## src/rtl/ret_pred_fifo.sv

```systemverilog
// Circular FIFO of in-flight return predictions; clear has priority over push and pop.
module ret_pred_fifo #(
   parameter int DEPTH = 4,
   parameter int W     = 8
) (
   input  logic                     clk,
   input  logic                     reset,
   input  logic                     clear,
   input  logic                     push,
   input  logic                     pop,
   input  logic [W-1:0]             wdata,
   output logic [W-1:0]             rdata,
   output logic                     full,
   output logic                     empty,
   output logic [$clog2(DEPTH):0]   count
);

   localparam int AW = $clog2(DEPTH);
   localparam int CW = AW + 1;

   logic [W-1:0]  mem [DEPTH];
   logic [AW-1:0] wp_q, rp_q;
   logic [CW-1:0] cnt_q;
   logic          do_push, do_pop;

   always_comb begin
      full    = (cnt_q == CW'(DEPTH));
      empty   = (cnt_q == '0);
      do_push = push && !full && !clear;
      do_pop  = pop && !empty && !clear;
      rdata   = mem[rp_q];
      count   = cnt_q;
   end

   // DEPTH is a power of two, so the pointers wrap naturally.
   always_ff @(posedge clk or posedge reset) begin
      if (reset) begin
         wp_q  <= '0;
         rp_q  <= '0;
         cnt_q <= '0;
      end else if (clear) begin
         wp_q  <= '0;
         rp_q  <= '0;
         cnt_q <= '0;
      end else begin
         if (do_push) wp_q <= wp_q + 1'b1;
         if (do_pop)  rp_q <= rp_q + 1'b1;
         case ({do_push, do_pop})
            2'b10:   cnt_q <= cnt_q + 1'b1;
            2'b01:   cnt_q <= cnt_q - 1'b1;
            default: cnt_q <= cnt_q;
         endcase
      end
   end

   always_ff @(posedge clk) begin
      if (do_push) mem[wp_q] <= wdata;
   end

endmodule

```

## config.mk

```make
export PLATFORM = sky130hd
export DESIGN_NAME = ret_pred_fifo
export DESIGN_NICKNAME = d
export VERILOG_FILES = /design/src/rtl/ret_pred_fifo.sv
export SDC_FILE = /design/constraint.sdc
export NUM_CORES = 1
export LEC_CHECK = 0
export CAP_MARGIN = 40
export CORE_MARGIN = 4
export CORE_UTILIZATION = 30
export CTS_BUF_LIST = sky130_fd_sc_hd__clkbuf_8 sky130_fd_sc_hd__clkbuf_16
export DETAILED_ROUTE_END_ITERATION = 6
export HOLD_SLACK_MARGIN = 0.1
export RECOVER_POWER = 25
export SLEW_MARGIN = 30
export SYNTH_ARGS = -nofsm -noshare
export SYNTH_HDL_FRONTEND = slang
export SYNTH_SLANG_ARGS = --single-unit
```

## constraint.sdc

```tcl
create_clock -name clk -period 3.9 [get_ports clk]
set_clock_uncertainty 0.05 [all_clocks]
set_input_delay 0.78 -clock clk [delete_from_list [all_inputs] [get_ports clk]]
set_output_delay 0.78 -clock clk [all_outputs]
set_load 0.02 [all_outputs]
```

==> reports/results.ini <==
[outcome]
status=finished clean

[place]
pre_cts_ws_ns=0.795
dp_hpwl_um=2230
portBuffers=25
gp_congestion=0.771
place_area_um2=2060

[timing]
clock.fmax_mhz=333
rsz0062_at_grt=no
worst_slew_margin_rel_pct=58.8
period_minus_slack_ns=3.01
period_share_pct=77.1
fin_ws_ns=0.894
drv_slew=0
worst_pin_slew_ns=0.618
hold_viol=0
setup_viol=0
setup-tns-final_ns=0

[synthesis]
synth_top_area_cell=edfxtp_1
synthAdderAreaFrac_pct=3.97
synth_simple_gate_area_share_pct=8.45
synth_area_leaders=edfxtp_1 (55%), mux4_2 (10%), dfrtp_1 (9.9%)
synth_edf_count=32
yosysMostFrequentCell=edfxtp_1
syn-num-nets=129
synthArstFlopShare_pct=17.9
ys_seq_elements=39
ys_types=34
synth_top_family_by_area=multiplexers
post_synth.cell_area_avg_um2=15.9
postSynthCellCount=111
syn_area_um2=1760
synthTopCellsByCount=edfxtp_1 (32), mux4_2 (8), dfrtp_1 (7), inv_1 (6)
synth_warnings=0
synth.area.mux_share_pct=10.2
ys_seq_area_share_pct=64.4
synthFlopType=edfxtp_1
synth_compound_area_share_pct=7.52
yosysTopAreaCellShare_pct=54.5
synthXorXnorAreaFrac_pct=1.49

[grt]
grt_pass1_wl_um=5380
grt_max_degree=16
grt_pass1_vias=1103
grt_antenna_before_repair=0
grt_usage_pct=9.61
grt-ovfl-total=0

[worst_setup_path]
critPathMaxFanout=10
worstSetupPathType=flop to output pin
arrival_ns=2.18
crit_path_end_kind=output pin
path_cells=mux4_2 -> clkdlybuf4s50_1
critPathLaunchType=flop
cp.required_ns=3.07
slowest_stage=dfrtp_1
critPathMaxStageDelay_ns=0.74

[drt]
num_vias=999
antenna_left=0
first_pass_iters=4
routed_via_density=4.80
drc=0
drtIter0Drc=51
wl_per_cell_um=15.6
routed_wl_um=3240

[floorplanning]
rows=27
die_w_um=84.7
io_pins=26
core_area_um2=5610
die_area_um2=7170
die_y_um=84.7
start_util_pct=31.4

[power_and_ir_drop]
leakagePower_nw=0.722
power.density_nw_per_um2=471
power.total_mw=1.02
max-vdd-ir-drop_mv=0.195

[clock_network]
clkLatencyLatePin_ns=0.29
clockBufferDepth=2
postCtsResizedCells=0
cts_tree=done
cts_made_buffers=5
post-cts-setup-buffers=0
hold_buffers=0
cts.sinks=39
path_clk_slew_ns=0.08
clockRootBuffer=clkbuf_8
cts_max_level=2

[finish]
layout-drive-gt1-share_pct=14.0
fin_area_um2=2170
fin_util_pct=38.7
multi_input_area_um2=558
nNetsFinal=153
num_antenna_cells=0
area_growth_pct=23.1
regArea_um2=1140
nFillCells=543

[flow_run]
cap_violations=0

[min_path]
hold_class=flop to flop

[flip-flops by register name, summed over array words and instances, names as in the netlist]
name / cells
count: 3
mem: 32
rp_q: 2
wp_q: 2
[worst max-delay path, delay by kind of cell (launching register included)]
kind | cells | cell delay, ns
multiplexers | 1 | 0.59
flip-flops | 1 | 0.74
buffers and inverters | 1 | 0.55
[cells in the final DEF (no fill, tap or decap), types with 4 or more instances in the layout]
cell,synthesis,routed
inv_1,6,6
nand3b_1,4,4
dfrtp_1,7,7
dlygate4sd3_1,0,5
o21ai_0,4,4
clkbuf_8,0,5
a21oi_1,4,4
clkdlybuf4s50_1,0,20
ha_1,4,4
nor2_1,4,4
mux4_2,8,8
edfxtp_1,32,32
and2_1,4,4
[logic make-up after synthesis]
family,Yosys count
XOR/XNOR,3
buffers and inverters,14
multiplexers,8
flip-flops,39
adder cells (fa/ha/maj),5
AND/OR/NAND/NOR,24
AO/OA/AOI/OAI,18
[layer usage]
metal  GRT usage, %  vias up  share of wire, %
li1               -      472                 -
met1           12.1      493                46
met2           16.0       30                48
met3           2.45        4               5.0
met4           3.45        0              0.77
met5              0        -                 0
[stage by stage]
step | hold slack, ns | cells
floorplan | 0.510 | 111
global placement | 0.534 | 200
detailed placement | 0.562 | 200
CTS | 0.568 | 208
global route | 0.596 | 208
finish | 0.561 | 208
[area by class of cell]
type | instances | share of cell area, %
multi-input combinational | 58 | 25.7
clock buffer | 5 | 3.17
timing repair buffer | 25 | 11.5
sequential | 39 | 52.4
inverter | 6 | 1.04
clock inverter | 3 | 2.02
tap | 72 | 4.15
[worst paths after layout]
check,start,end,slack [ns],cells after the start
worst max-delay path,rp_q[0],rdata[6],0.89,2
worst min-delay path,wp_q[1],wp_q[1],0.56,2
max in group asynchronous,reset,wp_q[0],2.74,2
min in group asynchronous,reset,rp_q[0],0.81,2
worst min register to register,wp_q[1],wp_q[1],0.56,2
worst max register to register,count[0],count[1],1.52,6
[power by group]
| part | leakage, nW | switching, mW | total [mW] | internal (mW) |
|---|---|---|---|---|
| Clock | 0.0581 | 0.140 | 0.330 | 0.190 |
| Combinational | 0.279 | 0.0878 | 0.188 | 0.0999 |
| Sequential | 0.385 | 0.0345 | 0.504 | 0.470 |
| Total | 0.722 | 0.262 | 1.02 | 0.760 |
Note: power is estimated with default switching activity, not from simulation.
